$ cat config.mk
export PLATFORM = sky130hd
export DESIGN_NAME = demux_1_to_3_flat
export DESIGN_NICKNAME = d
export VERILOG_FILES = /design/src/rtl/demux_1_to_3_pkg.sv /design/src/rtl/demux_1_to_3_if.sv /design/src/rtl/demux_1_to_3_fifo.sv /design/src/rtl/demux_1_to_3.sv /design/src/flat_wrapper.sv
export SDC_FILE = /design/constraint.sdc
export NUM_CORES = 1
export LEC_CHECK = 0
export ABC_AREA = 1
export BUFFER_PORTS_ARGS = -buffer_cell sky130_fd_sc_hd__buf_2
export CAP_MARGIN = 20
export CORE_MARGIN = 2
export CORE_UTILIZATION = 49
export DETAILED_ROUTE_END_ITERATION = 16
export GPL_TIMING_DRIVEN = 0
export PLACE_DENSITY = 0.79
export RECOVER_POWER = 50
export SYNTH_ARGS = -nofsm -noshare
export SYNTH_HDL_FRONTEND = slang
export SYNTH_SLANG_ARGS = --single-unit
$ cat constraint.sdc
create_clock -name clk -period 2.2 [get_ports clk]
set_input_delay 0.11 -clock clk [delete_from_list [all_inputs] [get_ports clk]]
set_output_delay 0.11 -clock clk [all_outputs]
set_load 0.05 [all_outputs]
$ cat src/rtl/demux_1_to_3_pkg.sv
// Shared select encodings and widths for the 1-to-3 result distributor.
package demux_1_to_3_pkg;

  localparam logic [1:0] SEL_P0   = 2'b00;
  localparam logic [1:0] SEL_P1   = 2'b01;
  localparam logic [1:0] SEL_P2   = 2'b10;
  localparam logic [1:0] SEL_DROP = 2'b11;

  localparam int DATA_W     = 16;
  localparam int DROP_CNT_W = 8;

  // Saturating increment used by the drop counter.
  function automatic logic [DROP_CNT_W-1:0] sat_inc(input logic [DROP_CNT_W-1:0] v);
    return (&v) ? v : v + 1'b1;
  endfunction

endpackage

$ cat src/rtl/demux_1_to_3_if.sv
// Producer and three consumer handshakes plus the drop counter, bundled.
// master = surrounding logic (producer/consumers), slave = the distributor.
interface demux_1_to_3_if
  import demux_1_to_3_pkg::*;
#(
  parameter int WIDTH = DATA_W
);
  logic                  in_valid;
  logic                  in_ready;
  logic [WIDTH-1:0]      in_data;
  logic [1:0]            in_sel;

  logic                  out0_valid;
  logic                  out0_ready;
  logic [WIDTH-1:0]      out0_data;
  logic                  out1_valid;
  logic                  out1_ready;
  logic [WIDTH-1:0]      out1_data;
  logic                  out2_valid;
  logic                  out2_ready;
  logic [WIDTH-1:0]      out2_data;

  logic [DROP_CNT_W-1:0] drop_count;

  modport master (
    output in_valid, in_data, in_sel, out0_ready, out1_ready, out2_ready,
    input  in_ready, out0_valid, out0_data, out1_valid, out1_data,
           out2_valid, out2_data, drop_count
  );

  modport slave (
    input  in_valid, in_data, in_sel, out0_ready, out1_ready, out2_ready,
    output in_ready, out0_valid, out0_data, out1_valid, out1_data,
           out2_valid, out2_data, drop_count
  );
endinterface

$ cat src/rtl/demux_1_to_3_fifo.sv
// Synchronous FIFO holding {sel, data}; 1-cycle write-to-read latency, no bypass.
// Push is ignored when full and pop when empty; caller gates with full/empty.
module demux_fifo #(
  parameter int WIDTH = 16,
  parameter int DEPTH = 2
) (
  input  logic             clk,
  input  logic             rst,
  input  logic             push,
  input  logic             pop,
  input  logic [WIDTH+1:0] wdata,
  output logic [WIDTH+1:0] rdata,
  output logic             full,
  output logic             empty
);
  localparam int AW = (DEPTH > 1) ? $clog2(DEPTH) : 1;
  localparam int CW = $clog2(DEPTH) + 1;

  logic [AW-1:0]    wptr;
  logic [AW-1:0]    rptr;
  logic [CW-1:0]    count;
  logic [WIDTH+1:0] mem [DEPTH];
  logic             do_push;
  logic             do_pop;

  assign full    = (count == CW'(DEPTH));
  assign empty   = (count == '0);
  assign do_push = push && !full;
  assign do_pop  = pop && !empty;
  assign rdata   = mem[rptr];

  // DEPTH is a power of two, so pointers wrap by natural overflow.
  always_ff @(posedge clk) begin
    if (rst) begin
      wptr  <= '0;
      rptr  <= '0;
      count <= '0;
    end else begin
      if (do_push) wptr <= wptr + 1'b1;
      if (do_pop)  rptr <= rptr + 1'b1;
      case ({do_push, do_pop})
        2'b10:   count <= count + 1'b1;
        2'b01:   count <= count - 1'b1;
        default: count <= count;
      endcase
    end
  end

  always_ff @(posedge clk) begin
    if (do_push && !rst) mem[wptr] <= wdata;
  end
endmodule

$ cat src/rtl/demux_1_to_3.sv
// Buffered 1-to-3 distributor: in-order delivery, 1-cycle minimum latency, select 11 dropped.
// in_ready depends only on FIFO fullness; a blocked head stalls all later words.
module demux_1_to_3
  import demux_1_to_3_pkg::*;
#(
  parameter int WIDTH = DATA_W,
  parameter int DEPTH = 2
) (
  input  logic          clk,
  input  logic          rst,
  demux_1_to_3_if.slave bus
);
  logic [WIDTH+1:0]      head;
  logic [1:0]            head_sel;
  logic [WIDTH-1:0]      head_data;
  logic                  full;
  logic                  empty;
  logic                  push;
  logic                  pop;
  logic                  drop_pop;
  logic                  v0;
  logic                  v1;
  logic                  v2;
  logic [DROP_CNT_W-1:0] drop_cnt;

  assign bus.in_ready = !full && !rst;
  assign push         = bus.in_valid && bus.in_ready;

  demux_fifo #(
    .WIDTH (WIDTH),
    .DEPTH (DEPTH)
  ) u_fifo (
    .clk   (clk),
    .rst   (rst),
    .push  (push),
    .pop   (pop),
    .wdata ({bus.in_sel, bus.in_data}),
    .rdata (head),
    .full  (full),
    .empty (empty)
  );

  assign head_sel  = head[WIDTH+1:WIDTH];
  assign head_data = head[WIDTH-1:0];

  // Valids are masked during reset so nothing is offered from a discarded head.
  always_comb begin
    v0       = 1'b0;
    v1       = 1'b0;
    v2       = 1'b0;
    pop      = 1'b0;
    drop_pop = 1'b0;
    if (!empty && !rst) begin
      case (head_sel)
        SEL_P0: begin v0 = 1'b1; pop = bus.out0_ready; end
        SEL_P1: begin v1 = 1'b1; pop = bus.out1_ready; end
        SEL_P2: begin v2 = 1'b1; pop = bus.out2_ready; end
        default: begin pop = 1'b1; drop_pop = 1'b1; end
      endcase
    end
  end

  always_ff @(posedge clk) begin
    if (rst)           drop_cnt <= '0;
    else if (drop_pop) drop_cnt <= sat_inc(drop_cnt);
  end

  assign bus.out0_valid = v0;
  assign bus.out1_valid = v1;
  assign bus.out2_valid = v2;
  assign bus.out0_data  = head_data;
  assign bus.out1_data  = head_data;
  assign bus.out2_data  = head_data;
  assign bus.drop_count = drop_cnt;
endmodule

$ cat src/flat_wrapper.sv
// flat-port wrapper written by rule: the top's interface ports become plain ports
module demux_1_to_3_flat import demux_1_to_3_pkg::*;
#(
  parameter int WIDTH = DATA_W,
  parameter int DEPTH = 2
)
  (clk, rst, bus_in_valid, bus_in_data, bus_in_sel, bus_out0_ready, bus_out1_ready, bus_out2_ready, bus_in_ready, bus_out0_valid, bus_out0_data, bus_out1_valid, bus_out1_data, bus_out2_valid, bus_out2_data, bus_drop_count);
  demux_1_to_3_if #(.WIDTH(WIDTH)) bus_i ();
  input  logic clk;
  input  logic rst;
  input wire logic [$bits(bus_i.in_valid)-1:0] bus_in_valid;
  input wire logic [$bits(bus_i.in_data)-1:0] bus_in_data;
  input wire logic [$bits(bus_i.in_sel)-1:0] bus_in_sel;
  input wire logic [$bits(bus_i.out0_ready)-1:0] bus_out0_ready;
  input wire logic [$bits(bus_i.out1_ready)-1:0] bus_out1_ready;
  input wire logic [$bits(bus_i.out2_ready)-1:0] bus_out2_ready;
  output wire logic [$bits(bus_i.in_ready)-1:0] bus_in_ready;
  output wire logic [$bits(bus_i.out0_valid)-1:0] bus_out0_valid;
  output wire logic [$bits(bus_i.out0_data)-1:0] bus_out0_data;
  output wire logic [$bits(bus_i.out1_valid)-1:0] bus_out1_valid;
  output wire logic [$bits(bus_i.out1_data)-1:0] bus_out1_data;
  output wire logic [$bits(bus_i.out2_valid)-1:0] bus_out2_valid;
  output wire logic [$bits(bus_i.out2_data)-1:0] bus_out2_data;
  output wire logic [$bits(bus_i.drop_count)-1:0] bus_drop_count;
  assign bus_i.in_valid = bus_in_valid;
  assign bus_i.in_data = bus_in_data;
  assign bus_i.in_sel = bus_in_sel;
  assign bus_i.out0_ready = bus_out0_ready;
  assign bus_i.out1_ready = bus_out1_ready;
  assign bus_i.out2_ready = bus_out2_ready;
  assign bus_in_ready = bus_i.in_ready;
  assign bus_out0_valid = bus_i.out0_valid;
  assign bus_out0_data = bus_i.out0_data;
  assign bus_out1_valid = bus_i.out1_valid;
  assign bus_out1_data = bus_i.out1_data;
  assign bus_out2_valid = bus_i.out2_valid;
  assign bus_out2_data = bus_i.out2_data;
  assign bus_drop_count = bus_i.drop_count;
  demux_1_to_3 #(.WIDTH(WIDTH), .DEPTH(DEPTH)) u_core (.clk(clk), .rst(rst), .bus(bus_i));
endmodule
==> out/qor.txt <==
Seq pwr share: 37.3%
Rel. slew slack: 39.16%
Top cell type's share of synthesized area: 46.35%
Top Family by Delay on Critical Path: buffers and inverters
Worst path cell trace: buf_6, clkbuf_1, nand2_1, nand2_1, buf_4, buf_2
Critical Path End Type: primary output
Port Buf Inserts: 83
Async set or reset register ratio after synthesis: 0%
Commonest cells post-synth: nand2_1 (89), edfxtp_1 (36), buf_4 (32), nor2_1 (15), inv_1 (14)
Switching fraction of total power: 37.63%
Clock Pin Slew Worst Setup and Hold Paths: 0.09 ns
Final Power: 0.002811 W
CTS H-tree depth: 2
Placeable Area: 4661 sq um
CTS Buf Count: 5
CTS Sinks: 49
Period minus WS final: 1.930 ns
FMAX: 518.0 MHz
Post-synthesis adder-cell area fraction: 1.073%
GR Overflow Total: 0
Largest net degree at the start of global routing: 19
Via count: 1861
CTS tree: yes
Simple-Gate Fraction of Synth Area: 22.75%
Tcrit/Tclk final: 87.74%
Final setup vio count: 0
Die width: 72.99 microns
Dpl ws: 0.3059 ns
Worst-skew pair later-pin latency: 0.30 ns
CP peak stage delay: 0.41 ns
DP Area: 2824 sq um
First-pass iteration count of the detailed router: 4
Final setup TNS: 0 ns
Clock root buffer: clkbuf_8
I/O pins: 84
R2r worst-path depth: 11
Share of cells above drive strength 1: 28.05%
Starting DRT DRC Count: 111
Worst hold path endpoint: u_core.u_fifo.mem[0][15]$_DFFE_PP_
Max Clock Skew: 0.009164 ns
Net Sw Power: 0.001058 W
CP arrival: 1.82 ns
Hold path startpoint: bus_in_data[15]
Fin worst setup slack: 0.2697 ns
XOR/XNOR Fraction of Synth Area: 1.127%
Most Frequent Cell on Critical Path: nand2_1
Status: complete, no violations
PD cells: 919.2 nW/um^2
Die Area: 5328 sq um
Internal Power: 0.001753 W
Main area contributors after synthesis: edfxtp_1 (46%), nand2_1 (14%), dfxtp_1 (11%)
Synth cell types: 27
HPWL after DPL: 3264 microns
Kind of critical path: register to primary output
Most common cell in the synthesized netlist: nand2_1
WL/cell: 11.10 microns
Design Area, Final: 3058 sq um
WHS: 0.03131 ns
Setup Buffers After CTS: 0
Post-synthesis area per instance: 9.481 sq um
Remaining DRCs: 0
Routed WL: 4516 microns
Rows: 25
Worst hold stages: 1
All-layer global routing usage: 18.21%
Initial Util: 50.04%
RSZ-0062 raised after global routing: no
Post-Synthesis Cells: 246
CP max stage cell: dfxtp_1
Final ANT Viol Nets: 0
Post-CTS resize count: 0
Synth Area in Compound Gates: 3.648%
Fin. max-slew vios: 0
Crit path buf inv count: 4
R2r setup slk: 0.31 ns
Max Cap Viol: 0
Hold-fix buffers, CTS: 15
Antenna violations before repair: 0
Worst Max-Slew Pin Slew: 0.9116 ns
Max VDD drop: 437.0 uV
Combinational Power Share: 36.4%
Ys flop type: edfxtp_1
Main combinational cell family by area after synthesis: simple AND/OR/NAND/NOR gates
Die span in y: 72.99 microns
Critical Path Source Type: register
Final Hold Fails: 0
Nets: 378
Yosys reg bits: 49
Vias in the first global route: 1707
Maximum root-to-sink buffer count: 2
Multiplexer share of the synthesized area: 0%
Register area share after synthesis: 57.51%
Post-synth design cell area: 2332 sq um
Clock network power share: 26.2%
Via density: 4.572
Global-route wire length before repair: 7424 microns
Critical path required time: 2.09 ns
Hold WC Path Type: input pin to register
Highest fanout seen on the critical path: 10
YS warnings: 0
Post-synth EDFFs: 36
Placer Congestion: 0.8270
FF-to-FF End: u_core.u_fifo.count[1]$_SDFFE_PP0P_
Leakage: 1.354 nW
Layout Area Growth over Synthesis: 31.12%
Synth area leader: edfxtp_1
Diodes inserted: 0
Post-Synthesis Net Count: 272
-- cells by family (layout without fill, tap and decap cells) --
group	after synthesis	in the layout
compound gates	17	17
buf+inv	52	159
flops	49	49
xor+xnor	3	3
fa+ha+maj	2	2
simple gates	123	123
-- placed cells by master (no fill, tap or decap), types with 4 or more instances in the layout --
| cell | synthesis | final |
|---|---|---|
| nor2_1 | 15 | 14 |
| nand2_1 | 89 | 89 |
| o21ai_0 | 3 | 4 |
| inv_1 | 14 | 14 |
| a21oi_1 | 10 | 9 |
| dfxtp_1 | 13 | 13 |
| buf_4 | 32 | 32 |
| clkbuf_1 | 2 | 37 |
| nor3_1 | 4 | 4 |
| edfxtp_1 | 36 | 36 |
| dlygate4sd3_1 | 0 | 16 |
| nand3_1 | 7 | 7 |
| clkbuf_8 | 0 | 5 |
| buf_2 | 1 | 47 |
-- layer usage --
layer,up-vias,track usage [%],part of all wire (%)
met5,-,0,0
met4,0,6.584,1.3
met3,7,4.006,4.6
met2,48,34.23,54
met1,831,19.78,40
li1,975,-,-
-- area by class of cell --
type / count / area [sq um]
clock inverters: 3 / 65.06
flip-flops and latches: 49 / 1341
clock buffers: 5 / 68.82
inverters: 16 / 60.06
fillers: 414 / 1603
repair buffers: 99 / 531.8
well taps: 54 / 67.56
multi-input cells: 145 / 659.4
plain buffers: 36 / 264.0
-- how the worst max path moves through the flow --
stage	start	to	depth (start not counted)
after CTS	register	bus_out1_data[6]	6
after global routing	register	bus_out1_data[6]	6
final	register	bus_out2_data[11]	6
after global placement	u_core.u_fifo.count[0]$_SDFFE_PP0P_	u_core.u_fifo.mem[1][3]$_DFFE_PP_	4
after detailed placement	u_core.u_fifo.count[0]$_SDFFE_PP0P_	u_core.u_fifo.mem[0][1]$_DFFE_PP_	4
after floorplan	u_core.u_fifo.count[0]$_SDFFE_PP0P_	u_core.u_fifo.mem[0][0]$_DFFE_PP_	4
-- state kept, by name, summed over array words and instances (netlist names), named ones only --
name,count
u_core.u_fifo.wptr,1
u_core.u_fifo.rptr,1
u_core.u_fifo.count,2
u_core.u_fifo.mem,36
u_core.bus.drop_count,8
-- metrics by stage --
stage	utilization, %	cells
after floorplan	-	246
after global placement	60.59	383
after detailed placement	60.59	383
after CTS	66.68	406
after global routing	65.61	407
final	65.61	407
-- power groups by stage --
stage | registers (W) | logic, W | clock network, W
3_3_place_gp | 0.00107 | 0.00101 | 0
6_report | 0.00105 | 0.00102 | 0.000736
3_5_place_dp | 0.00107 | 0.00103 | 0
4_1_cts | 0.00105 | 0.00105 | 0.000750
5_1_grt | 0.00105 | 0.00108 | 0.000787
2_1_floorplan | 0.00107 | 0.000822 | 0
(Power assumes the default switching activity.)
